--- config.mk ---
export PLATFORM = sky130hd
export DESIGN_NAME = swo_nrz_tx
export DESIGN_NICKNAME = d
export VERILOG_FILES = /design/src/rtl/swo_nrz_tx.sv
export SDC_FILE = /design/constraint.sdc
export NUM_CORES = 1
export LEC_CHECK = 0
export CAP_MARGIN = 0
export CELL_PAD_IN_SITES_DETAIL_PLACEMENT = 1
export CELL_PAD_IN_SITES_GLOBAL_PLACEMENT = 1
export CORE_UTILIZATION = 40
export CTS_CLUSTER_SIZE = 25
export DETAILED_ROUTE_END_ITERATION = 10
export GPL_TIMING_DRIVEN = 0
export PLACE_DENSITY = 0.77
export SYNTH_ARGS = -nofsm -noshare
export SYNTH_HDL_FRONTEND = slang
export SYNTH_SLANG_ARGS = --single-unit
--- constraint.sdc ---
create_clock -name CLK -period 9.35 [get_ports CLK]
set_clock_uncertainty 0.2 [all_clocks]
set_input_delay 0.935 -clock CLK [delete_from_list [all_inputs] [get_ports CLK]]
set_output_delay 0.935 -clock CLK [all_outputs]
set_load 0.02 [all_outputs]
--- src/rtl/swo_nrz_tx.sv ---
// ============================================================================
// Module   : swo_nrz_tx
// Purpose  : NRZ (UART-style) SWO transmitter. Bytes arrive on a valid/ready
//            interface, queue in a small FIFO and leave on SWO as
//            start(0) + 8 data bits LSB-first + stop(1), each bit lasting
//            DIV_VAL+1 clock cycles (DIV_VAL latched at frame start).
// Ports    : CLK        - system clock
//            RESETn     - asynchronous active-low reset
//            TX_EN      - 1: frames may start; 0: finish current frame, idle
//            DIV_VAL    - bit period minus one, in CLK cycles
//            DATA_IN    - byte to send
//            DATA_VALID - DATA_IN valid
//            DATA_READY - FIFO not full
//            SWO        - serial line, idle high, driven from a flop
//            BUSY       - frame in progress or FIFO non-empty
//            FIFO_LEVEL - current FIFO occupancy
// Macro    : SWO_NRZ_TX_ITM_HDR_EN - when defined, every byte is preceded
//            by a complete 0x01 frame (ITM stimulus port 0, 1-byte header).
// Revision : 1.0 - initial release
// ============================================================================
`default_nettype none

module swo_nrz_tx #(
  parameter int FIFO_DEPTH = 16,
  parameter int DIV_W      = 16
) (
  input  logic                        CLK,
  input  logic                        RESETn,
  input  logic                        TX_EN,
  input  logic [DIV_W-1:0]            DIV_VAL,
  input  logic [7:0]                  DATA_IN,
  input  logic                        DATA_VALID,
  output logic                        DATA_READY,
  output logic                        SWO,
  output logic                        BUSY,
  output logic [$clog2(FIFO_DEPTH):0] FIFO_LEVEL
);

  localparam int              c_AW      = $clog2(FIFO_DEPTH);
  localparam int              c_LW      = c_AW + 1;
  localparam logic [c_AW-1:0] c_PTR_ONE = c_AW'(1);
  localparam logic [c_LW-1:0] c_LVL_ONE = c_LW'(1);
  localparam logic [c_LW-1:0] c_FULL    = c_LW'(FIFO_DEPTH);
  localparam logic [DIV_W-1:0] c_DIV_ONE = DIV_W'(1);

  typedef enum logic [2:0] {
    S_IDLE  = 3'd0,
    S_START = 3'd1,
    S_DATA  = 3'd2,
    S_STOP  = 3'd3
`ifdef SWO_NRZ_TX_ITM_HDR_EN
    ,
    S_HDR   = 3'd4
`endif
  } state_t;

`ifdef SWO_NRZ_TX_ITM_HDR_EN
  // Header frame bits in transmit order (bit 0 first): start, 0x01, stop.
  localparam logic [9:0] c_HDR_FRAME   = {1'b1, 8'h01, 1'b0};
  localparam state_t     c_FIRST_STATE = S_HDR;
`else
  localparam state_t     c_FIRST_STATE = S_START;
`endif

  // --------------------------------------------------------------------------
  // Byte FIFO
  // --------------------------------------------------------------------------
  logic [7:0]      fifo_mem_q [FIFO_DEPTH];
  logic [c_AW-1:0] wr_ptr_q, rd_ptr_q;
  logic [c_LW-1:0] level_q, level_d;
  logic            fifo_push, fifo_pop;
  logic [7:0]      fifo_head;

  // Ready depends only on the registered level, so a pop never reaches
  // DATA_READY combinationally.
  assign DATA_READY = (level_q != c_FULL);
  assign fifo_push  = DATA_VALID && DATA_READY;
  assign fifo_head  = fifo_mem_q[rd_ptr_q];

  always_ff @(posedge CLK) begin
    if (fifo_push) begin
      fifo_mem_q[wr_ptr_q] <= DATA_IN;
    end
  end

  always_comb begin
    level_d = level_q;
    case ({fifo_push, fifo_pop})
      2'b10:   level_d = level_q + c_LVL_ONE;
      2'b01:   level_d = level_q - c_LVL_ONE;
      default: level_d = level_q;
    endcase
  end

  // Pointers wrap naturally because FIFO_DEPTH is a power of two.
  always_ff @(posedge CLK or negedge RESETn) begin
    if (!RESETn) begin
      wr_ptr_q <= '0;
      rd_ptr_q <= '0;
      level_q  <= '0;
    end else begin
      if (fifo_push) wr_ptr_q <= wr_ptr_q + c_PTR_ONE;
      if (fifo_pop)  rd_ptr_q <= rd_ptr_q + c_PTR_ONE;
      level_q <= level_d;
    end
  end

  // --------------------------------------------------------------------------
  // Serializer FSM
  // --------------------------------------------------------------------------
  state_t           state_q, state_d;
  logic [7:0]       shift_q, shift_d;
  logic [DIV_W-1:0] period_q, period_d;
  logic [DIV_W-1:0] div_q, div_d;
  logic [3:0]       bit_idx_q, bit_idx_d;
  logic             swo_q, swo_d;
  logic             can_start, bit_done, load_frame;

  assign can_start = TX_EN && (level_q != '0);
  assign bit_done  = (div_q == '0);

  always_ff @(posedge CLK or negedge RESETn) begin
    if (!RESETn) begin
      state_q   <= S_IDLE;
      shift_q   <= '0;
      period_q  <= '0;
      div_q     <= '0;
      bit_idx_q <= '0;
      swo_q     <= 1'b1;
    end else begin
      state_q   <= state_d;
      shift_q   <= shift_d;
      period_q  <= period_d;
      div_q     <= div_d;
      bit_idx_q <= bit_idx_d;
      swo_q     <= swo_d;
    end
  end

  always_comb begin
    state_d    = state_q;
    shift_d    = shift_q;
    period_d   = period_q;
    div_d      = div_q;
    bit_idx_d  = bit_idx_q;
    load_frame = 1'b0;
    fifo_pop   = 1'b0;
    swo_d      = 1'b1;

    case (state_q)
      S_IDLE: begin
        load_frame = can_start;
      end

      S_START: begin
        if (bit_done) begin
          state_d   = S_DATA;
          bit_idx_d = '0;
          div_d     = period_q;
        end else begin
          div_d = div_q - c_DIV_ONE;
        end
      end

      S_DATA: begin
        if (bit_done) begin
          div_d   = period_q;
          shift_d = {1'b0, shift_q[7:1]};
          if (bit_idx_q == 4'd7) begin
            state_d = S_STOP;
          end else begin
            bit_idx_d = bit_idx_q + 4'd1;
          end
        end else begin
          div_d = div_q - c_DIV_ONE;
        end
      end

      S_STOP: begin
        if (bit_done) begin
          // Chaining straight into the next frame keeps exactly one stop bit.
          if (can_start) begin
            load_frame = 1'b1;
          end else begin
            state_d = S_IDLE;
          end
        end else begin
          div_d = div_q - c_DIV_ONE;
        end
      end

`ifdef SWO_NRZ_TX_ITM_HDR_EN
      // Whole 10-bit header frame lives in this state; bit_idx walks 0..9.
      S_HDR: begin
        if (bit_done) begin
          div_d = period_q;
          if (bit_idx_q == 4'd9) begin
            state_d   = S_START;
            bit_idx_d = '0;
          end else begin
            bit_idx_d = bit_idx_q + 4'd1;
          end
        end else begin
          div_d = div_q - c_DIV_ONE;
        end
      end
`endif

      default: begin
        state_d = S_IDLE;
      end
    endcase

    // The popped byte waits in the shift register; with the header enabled
    // it is not shifted until the data frame's own START/DATA states.
    if (load_frame) begin
      fifo_pop  = 1'b1;
      shift_d   = fifo_head;
      period_d  = DIV_VAL;
      div_d     = DIV_VAL;
      bit_idx_d = '0;
      state_d   = c_FIRST_STATE;
    end

    // SWO is registered from the next state so the line changes on the same
    // edge the state does.
    case (state_d)
      S_START: swo_d = 1'b0;
      S_DATA:  swo_d = shift_d[0];
`ifdef SWO_NRZ_TX_ITM_HDR_EN
      S_HDR:   swo_d = c_HDR_FRAME[bit_idx_d];
`endif
      default: swo_d = 1'b1;
    endcase
  end

  assign SWO        = swo_q;
  assign BUSY       = (state_q != S_IDLE) || (level_q != '0);
  assign FIFO_LEVEL = level_q;

endmodule

`default_nettype wire
==> results.md <==
- Synth Register Bits: 189
- Area post-placement: 0.00890 mm2
- Cell depth of the worst min-delay path: 2
- CTS root buf: clkbuf_16
- TritonCTS clock tree: yes
- DR vias: 4,977
- Yosys cell types: 57
- Max VDD drop: 0.148 mV
- Top cell type's share of synthesized area: 46.9%
- Period utilization: 50.8%
- Slowest CP cell: dfrtp_1
- Hold/Removal Path Class: reg2reg
- Diodes inserted: 0
- Met3 usage: 3.81%
- Post-placement cell count: 868
- PwrDens: 286 mW/mm2
- CP cell instances: inv_1 > ha_1 > or3b_1 > buf_2 > or3_4 > o22ai_4 > nand2_4 > inv_2 > buf_4 > buf_4 > ha_1 > clkbuf_1 > xor2_1 > ha_1 > o21a_1 > o22a_1 > a21oi_1 > xor2_1 > nor2_1 > xor2_1
- Global-route wire length before repair: 31,000 um
- Chip Height: 145 um
- Synthesized instance count: 563
- GRT busiest layer: met2
- HP Start: period_q[13]
- Number of synthesized flops with an enable pin: 128
- Layout area overhead: 16.3%
- DP HPWL: 13,200 um
- Reg2reg start: div_q[0]
- Initial core utilization: 40.7%
- Max-Slew Margin vs Limit: 34.5%
- Outcome: finished, final reports clean
- DR WL/cell: 21.3 um
- Final Non-Filler Cells: 900
- FP Rows: 52
- Skew-Pair Late Insertion Delay: 440 ps
- Met2 global-route usage: 35.0%
- Vias in the first global route: 5,474
- Crit path max fanout: 11
- Core ar.: 0.0202 mm2
- Final hold vios: 0
- Critical path type: reg2reg
- # fillers: 2,034
- Hold-fix buffer count after cts: 0
- Drt total wl: 19,200 um
- H-tree Lvls: 4
- DRC: 0
- Met1 Resource Use GR: 23.4%
- Leakage: 3.39 nW
- Worst R2R End: FIFO_LEVEL[4]
- Clock Sinks: 189
- Final Max Tran Viols: 0
- Worst EP required: 9460 ps
- Yosys top cell by area: edfxtp_1
- Synthesized cell area: 0.00820 mm2
- Worst R2R Path Depth: 20
- Layout cells sized above 1: 16.2%
- Largest net degree at the start of global routing: 62
- Fin area: 0.00953 mm2
- Die area: 0.0211 mm2
- Area contributors post-synth: edfxtp_1 (47%), dfrtp_1 (18%), mux4_2 (11%), nand2_1 (3.6%), nor2_1 (1.7%)
- Critical Path Max Stage Delay: 420 ps
- Seq/Total Area, Yosys: 65.5%
- Die width: 145 um
- Total Routing Usage GR: 19.6%
- Post-synth top flop: edfxtp_1
- Final setup viols: 0
- Number of I/O port buffers: 35
- Total Nets Final: 656
- Routed Antenna Nets: 0
- Worst Hold End: period_q[13]
- Syn_nets: 602
- Worst setup EP type: flop
- Worst Tran Pin Value: 979 ps
- Post-CTS Repair Setup Buffers: 0
- FFs w/ async S/R, synth: 32.3%
- RSZ-0062 raised after global routing: no
- Peak Freq: 0.210 GHz
- Post-CTS Resized: 0
- 1st-pass router iterations: 5
- CTS Buffer Depth: 2
- Total CTS buffers: 17
- Synthesized area per cell: 14.6 um2
- Number of I/O pins: 36
- Initial DRC count: 406
- Placer Congestion: 0.832
- Setup_tns: 0 ps
- Max-cap violation count: 0
- Clock slew at reported path FFs: 80 ps
- Startpoint class of the critical path: flop
- Initial antenna violation count: 0
- Arrival time worst endpoint: 4860 ps
- Vias per cell: 5.53
- Yosys warning total: 0
- Period minus WS final: 4750 ps
- Overflow after GRT: 0
- R2r setup slk: 4600 ps
stage by stage:
| step | hold slack (ps) | total power, W | util [%] | setup WS [ps] |
|---|---|---|---|---|
| floorplan | 241 | 0.00172 | - | 5270 |
| global placement | 257 | 0.00193 | 44.1 | 4740 |
| detailed placement | 264 | 0.00199 | 44.2 | 4640 |
| CTS | 283 | 0.00276 | 47.3 | 4620 |
| global route | 312 | 0.00288 | 47.3 | 4390 |
| finish | 280 | 0.00273 | 47.3 | 4600 |
cells in the final DEF, fill, tap and decap left out, types with 3 or more instances in the layout:
| cell type | n |
|---|---|
| clkinv_8 | 4 |
| nand4_1 | 4 |
| nand2_1 | 79 |
| o31ai_1 | 8 |
| a31oi_1 | 12 |
| inv_1 | 11 |
| ha_1 | 11 |
| o22a_1 | 3 |
| o22ai_1 | 3 |
| xnor2_1 | 12 |
| nand3_1 | 7 |
| o21ai_0 | 15 |
| mux4_2 | 40 |
| dfrtp_1 | 60 |
| edfxtp_1 | 128 |
| or4_1 | 3 |
| a21oi_1 | 12 |
| nor3_1 | 7 |
| nand3b_1 | 3 |
| inv_8 | 6 |
| nor2_1 | 37 |
| nor3_2 | 4 |
| buf_1 | 4 |
| xor2_1 | 8 |
| buf_2 | 8 |
| o211ai_1 | 14 |
| a22oi_1 | 3 |
| clkbuf_16 | 17 |
| clkdlybuf4s50_1 | 34 |
| nand2b_1 | 3 |
| clkbuf_1 | 15 |
| or3_1 | 5 |
| mux2_2 | 4 |
| buf_4 | 4 |
| nor2b_1 | 3 |
power by group:
part | switching, W | internal, W | leakage (nW)
Combinational | 0.000434 | 0.000370 | 1.20
Sequential | 0.000105 | 0.00106 | 1.89
Clock | 0.000366 | 0.000392 | 0.304
Total | 0.000905 | 0.00182 | 3.39
sequential cells by signal, indices dropped and copies added, names as in the netlist, 3 cells and up:
register / cells
rd_ptr_q: 4
period_q: 16
fifo_mem_q: 128
state_q: 3
shift_q: 8
bit_idx_q: 4
wr_ptr_q: 4
div_q: 16
FIFO_LEVEL: 5
metal layers:
metal / share of wire, % / vias to the layer above
met5: 0 / -
met4: 1.6 / 0
met3: 4.0 / 24
met2: 54 / 135
met1: 41 / 2576
li1: - / 2242
worst max-delay path by stage:
stage / from / to / slack, ps / depth (start not counted)
finish: div_q[0] / FIFO_LEVEL[4] / 4600 / 20
floorplan: div_q[0] / FIFO_LEVEL[4] / 5270 / 20
detailed placement: div_q[0] / FIFO_LEVEL[4] / 4640 / 20
global placement: TX_EN / FIFO_LEVEL[4] / 4740 / 17
global route: div_q[0] / FIFO_LEVEL[4] / 4390 / 20
CTS: div_q[0] / FIFO_LEVEL[4] / 4620 / 20
final cells by class:
type	instances	area [um2]	share of cell area [%]
buffer	32	156	1.64
clock buffer	17	425	4.46
clock inverter	15	204	2.14
inverter	12	45.0	0.472
multi-input combinational	330	2650	27.8
sequential	189	5370	56.3
tap	270	338	3.54
timing repair buffer	35	348	3.65
kinds of logic (layout without fill, tap and decap cells):
| group | count (synthesis) | count (layout) | synth area share (%) |
|---|---|---|---|
| adders and majority gates | 11 | 11 | 1.68 |
| muxes | 46 | 46 | 11.8 |
| AOI/OAI and AO/OA | 85 | 85 | 7.13 |
| xor gates and xnor gates | 20 | 20 | 2.14 |
| DFF | 189 | 189 | 65.5 |
| buffers and inverters | 44 | 111 | 2.46 |
| and+or+nand+nor | 167 | 167 | 9.26 |
| other | 1 | 1 | 0.0457 |
synth_stat cells (3+ instances only):
library cell and count:
a21oi_1 12, a22oi_1 3, a31oi_1 12, buf_1 4
buf_2 8, buf_4 3, clkbuf_1 15, dfrtp_1 60
edfxtp_1 128, ha_1 11, inv_1 11, mux2_2 4
mux4_2 40, nand2_1 79, nand2b_1 3, nand3_1 7
nand3b_1 3, nand4_1 4, nor2_1 37, nor2b_1 3
nor3_1 11, o211ai_1 14, o21ai_0 15, o22a_1 3
o22ai_1 3, o31ai_1 8, or3_1 5, or4_1 3
xnor2_1 12, xor2_1 8
worst max-delay path: cells and delay by family, from the launching register on:
family	cells	cell delay, ps
fa+ha+maj	3	610
buf+inv	6	1130
simple gates	4	980
flops	1	420
compound gates	4	850
xor+xnor	3	420
Note: power is estimated with default switching activity, not from simulation.
